`src/rtl/tlp_trigger_pkg.sv`:
```
// Shared definitions for the RX TLP trigger: FSM encoding, geometry defaults
// and the gray-to-binary conversion used on the synchronised read pointer.
package tlp_trigger_pkg;

  typedef enum logic [2:0] {
    ST_IDLE  = 3'd0,
    ST_CHECK = 3'd1,
    ST_TREQ  = 3'd2,
    ST_TWAIT = 3'd3,
    ST_LAST  = 3'd4,
    ST_FLUSH = 3'd5,
    ST_HPREQ = 3'd6,
    ST_HWAIT = 3'd7
  } state_e;

  localparam int unsigned HP_LOG2_DEF = 18;
  localparam int unsigned RSV_QW_DEF  = 16;

  // Works on a 32-bit container; callers zero-extend and truncate to their width.
  function automatic logic [31:0] gray2bin(input logic [31:0] g);
    logic [31:0] b;
    b[31] = g[31];
    for (int i = 30; i >= 0; i--) begin
      b[i] = b[i+1] ^ g[i];
    end
    return b;
  endfunction

endpackage

```
`src/rtl/sync_2ff.sv`:
```
// Plain two-flop synchroniser, reused for the gray read pointer and each ack.
module sync_2ff #(
  parameter int unsigned W = 1
) (
  input  logic         clk_i,
  input  logic         rst_ni,
  input  logic [W-1:0] d_i,
  output logic [W-1:0] q_o
);

  logic [W-1:0] meta_q;
  logic [W-1:0] sync_q;

  always_ff @(posedge clk_i or negedge rst_ni) begin
    if (!rst_ni) begin
      meta_q <= '0;
      sync_q <= '0;
    end else begin
      meta_q <= d_i;
      sync_q <= meta_q;
    end
  end

  assign q_o = sync_q;

endmodule

```
`src/rtl/tlp_trigger_mp.sv`:
```
// RX TLP trigger: tracks committed buffer occupancy, requests max-payload TLPs
// and huge-page changes towards the 250 MHz TLP engine over four-phase handshakes.
module tlp_trigger_mp
  import tlp_trigger_pkg::*;
#(
  parameter int unsigned AW      = 10,
  parameter int unsigned MP_QW   = 16,
  parameter int unsigned HP_LOG2 = HP_LOG2_DEF,
  parameter int unsigned RSV_QW  = RSV_QW_DEF,
  parameter int unsigned TO_W    = 28
) (
  input  logic                     clk156,
  input  logic                     reset_n,
  input  logic                     enable,
  input  logic [TO_W-1:0]          timeout_cycles,
  input  logic [AW-1:0]            commited_wr_address,
  input  logic [AW-1:0]            commited_rd_address_gray,
  input  logic                     trigger_tlp_ack,
  output logic                     trigger_tlp,
  input  logic                     change_huge_page_ack,
  output logic                     change_huge_page,
  output logic                     send_last_tlp_change_huge_page,
  output logic [$clog2(MP_QW):0]   qwords_to_send,
  output logic [HP_LOG2:0]         huge_page_offset,
  output logic                     busy
);

  localparam int unsigned MPL = $clog2(MP_QW);
  localparam int unsigned QW  = MPL + 1;
  localparam int unsigned OW  = HP_LOG2 + 1;
  localparam logic [OW-1:0] PAGE_QW = {1'b1, {HP_LOG2{1'b0}}};

  logic [AW-1:0]   rd_gray_s;
  logic [AW-1:0]   rd_bin;
  logic            trig_ack_s;
  logic            chg_ack_s;
  logic [AW-1:0]   avail_q;

  state_e          state_q;
  logic [OW-1:0]   offset_q;
  logic [OW-1:0]   lookahead_q;
  logic [MPL-1:0]  remaining_q;
  logic [MPL-1:0]  rem_new_q;
  logic [AW-1:0]   ntlp_q;
  logic [AW-1:0]   sent_q;
  logic            dirty_q;
  logic [QW-1:0]   qwords_q;
  logic            trig_q;
  logic            chg_q;
  logic            last_q;

  logic [TO_W-1:0] to_cnt_q;
  logic [TO_W-1:0] to_cnt_d;
  logic            to_hit;
  logic [1:0]      settle_q;
  logic            idle_go;

  sync_2ff #(.W(AW)) u_sync_rd (
    .clk_i  (clk156),
    .rst_ni (reset_n),
    .d_i    (commited_rd_address_gray),
    .q_o    (rd_gray_s)
  );

  sync_2ff #(.W(1)) u_sync_tack (
    .clk_i  (clk156),
    .rst_ni (reset_n),
    .d_i    (trigger_tlp_ack),
    .q_o    (trig_ack_s)
  );

  sync_2ff #(.W(1)) u_sync_cack (
    .clk_i  (clk156),
    .rst_ni (reset_n),
    .d_i    (change_huge_page_ack),
    .q_o    (chg_ack_s)
  );

  assign rd_bin = AW'(gray2bin(32'(rd_gray_s)));

  always_ff @(posedge clk156 or negedge reset_n) begin
    if (!reset_n) begin
      avail_q <= '0;
    end else begin
      avail_q <= commited_wr_address - rd_bin;
    end
  end

  // Idle-flush counter: runs only while idle and enabled, parks on the threshold.
  always_comb begin
    to_cnt_d = '0;
    if (state_q == ST_IDLE && enable) begin
      to_cnt_d = (to_cnt_q == timeout_cycles) ? to_cnt_q : to_cnt_q + TO_W'(1);
    end
  end

  assign to_hit = (timeout_cycles != '0) && (to_cnt_q == timeout_cycles);

  // After reset the synchronisers and avail_q need three edges to hold real
  // samples; decisions before that would act on reset zeros.
  always_ff @(posedge clk156 or negedge reset_n) begin
    if (!reset_n) begin
      to_cnt_q <= '0;
      settle_q <= '0;
    end else begin
      to_cnt_q <= to_cnt_d;
      if (settle_q != 2'd3) settle_q <= settle_q + 2'd1;
    end
  end

  // A stale ack from before reset must be seen low before any new request.
  assign idle_go = enable && (settle_q == 2'd3) && !trig_ack_s && !chg_ack_s;

  always_ff @(posedge clk156 or negedge reset_n) begin
    if (!reset_n) begin
      state_q     <= ST_IDLE;
      offset_q    <= OW'(RSV_QW);
      lookahead_q <= '0;
      remaining_q <= '0;
      rem_new_q   <= '0;
      ntlp_q      <= '0;
      sent_q      <= '0;
      dirty_q     <= 1'b0;
      qwords_q    <= QW'(MP_QW);
      trig_q      <= 1'b0;
      chg_q       <= 1'b0;
      last_q      <= 1'b0;
    end else begin
      case (state_q)
        ST_IDLE: begin
          if (idle_go) begin
            if (avail_q >= AW'(MP_QW)) begin
              ntlp_q      <= avail_q >> MPL;
              rem_new_q   <= avail_q[MPL-1:0];
              lookahead_q <= offset_q + OW'(avail_q);
              state_q     <= ST_CHECK;
            end else if (to_hit && dirty_q) begin
              state_q <= ST_FLUSH;
            end else if (to_hit && avail_q != '0) begin
              qwords_q <= QW'(avail_q);
              state_q  <= ST_LAST;
            end
          end
        end

        ST_CHECK: begin
          dirty_q <= 1'b1;
          if (lookahead_q >= PAGE_QW) begin
            if (remaining_q == '0) begin
              chg_q   <= 1'b1;
              state_q <= ST_HPREQ;
            end else begin
              qwords_q <= QW'(remaining_q);
              state_q  <= ST_LAST;
            end
          end else begin
            remaining_q <= rem_new_q;
            sent_q      <= '0;
            qwords_q    <= QW'(MP_QW);
            trig_q      <= 1'b1;
            state_q     <= ST_TREQ;
          end
        end

        ST_TREQ: begin
          if (trig_ack_s) begin
            trig_q   <= 1'b0;
            offset_q <= offset_q + OW'(MP_QW);
            sent_q   <= sent_q + AW'(1);
            state_q  <= ST_TWAIT;
          end
        end

        ST_TWAIT: begin
          if (!trig_ack_s) begin
            if (sent_q < ntlp_q) begin
              trig_q  <= 1'b1;
              state_q <= ST_TREQ;
            end else begin
              state_q <= ST_IDLE;
            end
          end
        end

        ST_LAST: begin
          last_q  <= 1'b1;
          chg_q   <= 1'b1;
          state_q <= ST_HPREQ;
        end

        ST_FLUSH: begin
          if (remaining_q == '0) begin
            chg_q   <= 1'b1;
            state_q <= ST_HPREQ;
          end else begin
            qwords_q <= QW'(remaining_q);
            state_q  <= ST_LAST;
          end
        end

        ST_HPREQ: begin
          if (chg_ack_s) begin
            chg_q       <= 1'b0;
            last_q      <= 1'b0;
            offset_q    <= OW'(RSV_QW);
            remaining_q <= '0;
            dirty_q     <= 1'b0;
            state_q     <= ST_HWAIT;
          end
        end

        ST_HWAIT: begin
          if (!chg_ack_s) state_q <= ST_IDLE;
        end

        default: begin
          trig_q  <= 1'b0;
          chg_q   <= 1'b0;
          last_q  <= 1'b0;
          state_q <= ST_IDLE;
        end
      endcase
    end
  end

  assign trigger_tlp                    = trig_q;
  assign change_huge_page               = chg_q;
  assign send_last_tlp_change_huge_page = last_q;
  assign qwords_to_send                 = qwords_q;
  assign huge_page_offset               = offset_q;
  assign busy                           = (state_q != ST_IDLE);

endmodule

```
`config.mk`:
```
export PLATFORM = sky130hd
export DESIGN_NAME = tlp_trigger_mp
export DESIGN_NICKNAME = d
export VERILOG_FILES = /design/src/rtl/tlp_trigger_pkg.sv /design/src/rtl/sync_2ff.sv /design/src/rtl/tlp_trigger_mp.sv
export SDC_FILE = /design/constraint.sdc
export NUM_CORES = 1
export LEC_CHECK = 0
export BUFFER_PORTS_ARGS = -buffer_cell sky130_fd_sc_hd__buf_2
export CORE_ASPECT_RATIO = 1.1
export CORE_MARGIN = 2
export CORE_UTILIZATION = 52
export CTS_CLUSTER_DIAMETER = 40
export DETAILED_ROUTE_END_ITERATION = 10
export PLACE_DENSITY = 0.72
export SLEW_MARGIN = 30
export SYNTH_ARGS = -nofsm -noshare
export SYNTH_HDL_FRONTEND = slang
export SYNTH_SLANG_ARGS = --single-unit
```
`constraint.sdc`:
```
create_clock -name clk156 -period 4 [get_ports clk156]
set_input_delay 0.2 -clock clk156 [delete_from_list [all_inputs] [get_ports clk156]]
set_output_delay 0.2 -clock clk156 [all_outputs]
set_load 0.01 [all_outputs]
```
==> metrics.txt, run 1 <==
status=finished, final reports clean; post-route ant nets=0; WS Path Type=reg2reg; Routed WL per cell=15.2 um; Synth top area share=48.1%; Core Region=11000 um2; asr flop ratio synth=100%; layout cell share with drive strength beyond 1=19.2%; warnings from Yosys=0; dominant synthesized flop cell=dfrtp_1; sequential share of the synthesized area=48.9%; die width=106 um; GR Overflow Total=0; # clock sinks=116; VDD IR max=0.337 mV; Max Clk Rate=0.260 GHz; Tmin final=3850 ps; Die H=116 um; CP Max Fanout=3; first-pass GRT wire length=22100 um; dpl cell area=6450 um2; CP arrival=4140 ps; CTS tree=built; Final Max Tran Viols=0; dominant cells by area after synthesis=dfrtp_1 48%, xor2_1 8.7%, ha_1 5.1%, nor2_1 4.0%, nand2_1 3.9%; DRC violations left=0; HP Class=in2reg; Max Cap Violations=0; overall power=3.48 mW; Routed WL=13000 um; H-tree levels=4; Synth Area per Inst=9.91 um2; Fill cells=904; Critical Path RT=4290 ps; initial antenna violation count=0; GRT Util Overall=23.0%; final net count=775; CP Capture Type=flip-flop; root buffer cell=clkbuf_16; Slew headroom=40.8%; CTS Buf Count=17; Cells after Synth=599; setup_tns=0 ps; synthesized flop and latch total=116; DRT iter0 DRCs=181; skew final=6.62 ps; IO buf count=76; clk_lat worst skew=420 ps; Via-to-Cell Ratio=5.44; DR vias=4658; TritonRoute pass-1 iters=5; clock-pin slew on the worst setup and hold paths=50 ps; gpl congestion=0.849; Setup crit start kind=flip-flop; slew of the pin with the lowest slew margin=884 ps; pre-CTS WS=1.81 ps; synth unique cells=54; Final Cell Area=7220 um2; die area=12300 um2; Initial Util=53.9%; Mapped Area=5940 um2; Final Hold Viols=0; Leakage=3.41 nW; final setup margin=153 ps; period utilization=96.2%; row count=40; synthesis-to-layout area growth=21.7%; # IOs=81; DP Wirelength=9150 um; pin count of the biggest net entering global routing=57; number of global-route vias before repair=4644; pwr dens=482 nW/um2; setup violation total in the final timing report=0; Ant. Diodes=0; count of flip-flops with a built-in enable after synthesis=0; clk buf depth=2; Synth area leader=dfrtp_1
## cell usage after synthesis, types with 17 or more instances
master      n
a21oi_1    26
clkbuf_1   18
dfrtp_1   114
ha_1       24
inv_1      25
nand2_1    61
nand3_1    20
nor2_1     64
nor4_1     17
o21ai_0    34
xnor2_1    19
xor2_1     59
## path summary, 6_finish.rpt
check	to	slack [ps]	cells after the start	start
min in group asynchronous	sent_q[6]	390	2	reset_n
worst max-delay path	avail_q[8]	150	17	u_sync_rd.q_o[8]
max in group asynchronous	u_sync_tack.meta_q	2710	3	reset_n
worst min register to register	u_sync_rd.q_o[7]	350	0	u_sync_rd.meta_q[7]
worst max register to register	avail_q[8]	150	17	u_sync_rd.q_o[8]
worst min-delay path	avail_q[1]	150	2	commited_wr_address[1]
## report_power, final
group / internal, mW / switching (mW) / total, mW
sequential: 1.28 / 0.130 / 1.41
clock: 0.941 / 0.522 / 1.46
combinational: 0.293 / 0.314 / 0.606
## kinds of logic (layout without fill, tap and decap cells)
family	count (synthesis)	count (layout)	share of synthesized area (%)
flops	116	116	48.9
simple gates	228	228	19.0
buf+inv	47	155	3.23
compound gates	98	98	10.1
other cells	1	4	0.0632
xor+xnor	82	82	12.9
fa+ha+maj	25	25	5.40
mux	2	2	0.358
## sequential cells by signal (all words and copies together), names as in the netlist, 4 cells and up
signal and flops:
avail_q 10, huge_page_offset 15, ntlp_q 6, qwords_to_send 5, remaining_q 4, sent_q 10, to_cnt_q 28, u_sync_rd.meta_q 10
u_sync_rd.q_o 10
## stage by stage
step / util [%] / hold WS [ps] / std cells
after CTS: 65.1 / 108 / 853
final: 65.6 / 147 / 857
after detailed placement: 58.6 / 309 / 808
after global placement: 58.6 / 300 / 808
after global routing: 65.6 / 158 / 857
after floorplan: - / -95.6 / 602
## layout make-up
type / instances / area [um2] / area share [%]
flip-flops and latches: 116 / 2910 / 40.2
well taps: 147 / 184 / 2.55
repair buffers: 98 / 581 / 8.04
clock inverters: 10 / 106 / 1.47
inverters: 25 / 93.8 / 1.30
multi-input cells: 439 / 2890 / 40.0
clock buffers: 22 / 464 / 6.43
## routing by layer
| layer | track usage (%) | vias up | share of wire [%] |
|---|---|---|---|
| li1 | - | 2266 | - |
| met1 | 30.8 | 2246 | 45 |
| met2 | 36.6 | 131 | 49 |
| met3 | 5.12 | 15 | 4.9 |
| met4 | 9.74 | 0 | 1.3 |
| met5 | 0 | - | 0 |
## layout by cell type (no fill, tap or decap), types with 15 or more instances in the layout
master	instances
dfrtp_1	114
buf_2	75
nor2_1	64
nand2_1	60
xor2_1	59
o21ai_0	33
inv_1	25
a21oi_1	24
ha_1	23
nand3_1	20
xnor2_1	18
nor4_1	17
clkbuf_16	17
nand4_1	15
## critical path, cell delays in order, from the launching register on
cell and delay [ps]:
dfrtp_1 360, xnor3_2 460, xor2_2 200, xor2_1 230
xor2_1 260, xor3_2 440, xor2_4 210, xnor2_2 130
ha_2 190, inv_1 60, fa_2 350, nand2_1 80
nand2_1 70, a21oi_2 160, o21bai_1 100, a21oi_2 150
o21ai_0 120, xor2_1 150
## repair_timing
item / 4_1_cts / 5_1_grt
hold endpoints to repair: 64 / 0
hold buffers: 13 / 0
pin swaps: 0 / 7
setup endpoints to repair: 1 / 3
buffers inserted: 0 / 4
resized for setup: 1 / 7
(Power assumes the default switching activity.)
==> inputs of run 2 (changes only) <==
--- a/config.mk
+++ b/config.mk
@@ -11,7 +11,7 @@
 export CORE_UTILIZATION = 52
 export CTS_CLUSTER_DIAMETER = 40
 export DETAILED_ROUTE_END_ITERATION = 10
-export PLACE_DENSITY = 0.72
+export PLACE_DENSITY = 0.73
 export SLEW_MARGIN = 30
 export SYNTH_ARGS = -nofsm -noshare
 export SYNTH_HDL_FRONTEND = slang
==> metrics.txt, run 2 (synthesized netlist as in run 1, its figures left out) <==
internal cell power=2.59 mW; Gate power share=17.3%; CP arrival=4160 ps; CTS Buf Count=17; pin count of the biggest net entering global routing=63; Worst Reg-to-Reg Cells=15; VDD IR max=0.360 mV; Initial Util=53.9%; # IOs=81; Final Max Tran Viols=0; IO buf count=76; Final Cell Area=7280 um2; worst hold path depth=2; H-tree levels=4; Ant. Diodes=0; number of global-route vias before repair=4714; Psw=0.971 mW; clk_lat worst skew=410 ps; Leakage=3.43 nW; pwr dens=489 nW/um2; final setup margin=159 ps; TritonRoute pass-1 iters=5; Die H=116 um; Clock power frac=43.1%; layout cell share with drive strength beyond 1=19.4%; Largest Register=to_cnt_q; Routed WL per cell=15.6 um; R2R setup slack=160 ps; slew of the pin with the lowest slew margin=954 ps; DR vias=4716; Via-to-Cell Ratio=5.50; HP Class=in2reg; final net count=776; gpl congestion=0.852; DRT iter0 DRCs=184; Core Region=11000 um2; Crit Reg-Reg Endpoint=avail_q[9]; Max Cap Violations=0; post-route ant nets=0; synthesis-to-layout area growth=22.7%; Critical Path RT=4320 ps; die area=12300 um2; Max Clk Rate=0.260 GHz; clock-pin slew on the worst setup and hold paths=50 ps; die width=106 um; # clock sinks=116; DP Wirelength=9130 um; GR Overflow Total=0; GRT Util Overall=23.3%; setup violation total in the final timing report=0; Setup crit start kind=flip-flop; root buffer cell=clkbuf_16; HP Start=commited_wr_address[1]; Slew headroom=36.2%; Cell Count, Final, Fillers Out=858; most common cell after layout, fill and taps aside=dfrtp_1; period utilization=96.0%; initial antenna violation count=0; worst hold margin=136 ps; DRC violations left=0; most frequent cells in the layout=114 x dfrtp_1, 75 x buf_2, 64 x nor2_1; Reg power frac=39.6%; CP Max Fanout=3; Final Hold Viols=0; dpl cell area=6450 um2; worst hold endpoint=avail_q[1]; max reg flops=28; CP Capture Type=flip-flop; placed insts=808; FF+latch area=2910 um2; row count=40; sw frac=27.2%; RR Startpoint=u_sync_rd.q_o[9]; WS Path Type=reg2reg; CTS tree=built; area taken by multi-input logic gates=2910 um2; pre-CTS WS=-27.6 ps; Fill cells=879; first-pass GRT wire length=22300 um; status=finished, final reports clean; Routed WL=13400 um; skew final=5.31 ps; clk buf depth=2; Tmin final=3840 ps
==> run 2: cell count changes in the layout (fill, tap and decap cells not counted), sizes merged <==
cell / previous run / this run
clkinv: 7 / 5
buf: 85 / 86
bufinv: 2 / 3
clkbuf: 22 / 23
==> run 2: cell type report <==
cell class                 count  share of cell area [%]
timing repair buffer          99                    8.07
tap                          147                    2.52
multi-input combinational    439                    39.9
clock buffer                  23                    6.56
inverter                      25                    1.29
clock inverter                 9                    1.73
sequential                   116                    39.9
==> run 2: per-layer routing <==
metal  GRT usage [%]  routed length [um]
met5               0                   0
met1            30.4                5920
met3            5.51                 589
met4            9.47                 236
met2            37.9                6640
==> run 2: power by group through the flow <==
stage	clock network (mW)	registers (mW)	logic, mW
floorplan	0	1.40	0.365
global placement	0	1.42	0.512
detailed placement	0	1.43	0.544
CTS	1.56	1.41	0.599
global route	1.62	1.43	0.679
finish	1.53	1.41	0.615
==> run 2: timing repair <==
item | in CTS | in global routing
endpoints found under the setup margin | 1 | 4
hold endpoints to repair | 71 | 0
buffers inserted | 4 | 1
gates resized for setup | 6 | 5
pin swaps | 8 | 7
hold buffers | 13 | 0
==> run 2: worst max-delay path by stage <==
stage / start / endpoint / slack (ps) / cells past startpoint
floorplan: u_sync_rd.q_o[9] / avail_q[8] / 270 / 17
global placement: u_sync_rd.q_o[9] / avail_q[8] / 200 / 17
detailed placement: u_sync_rd.q_o[9] / avail_q[8] / -30 / 17
CTS: u_sync_rd.q_o[8] / avail_q[8] / 30 / 17
global route: u_sync_rd.q_o[9] / avail_q[9] / -10 / 15
finish: u_sync_rd.q_o[9] / avail_q[9] / 160 / 15
==> run 2: critical path, stage by stage (launching register included) <==
cell and delay [ps]:
dfrtp_1 380, xnor3_2 490, xor2_4 180, xor2_2 180, xor2_1 220, xor3_2 350
xor2_4 190, buf_4 150, ha_1 250, nor2b_1 140, o21ai_1 170, a21boi_0 200
o21ai_0 220, nand2b_1 160, a311o_1 380, o211ai_1 100
==> run 2: metrics by stage <==
step           total power, mW  TNS (ps)  utilization, %
2_1_floorplan             1.76         0               -
3_3_place_gp              1.93         0            58.6
3_5_place_dp              1.97     -27.6            58.6
4_1_cts                   3.56         0            65.8
5_1_grt                   3.73     -14.8            66.2
6_report                  3.56         0            66.2
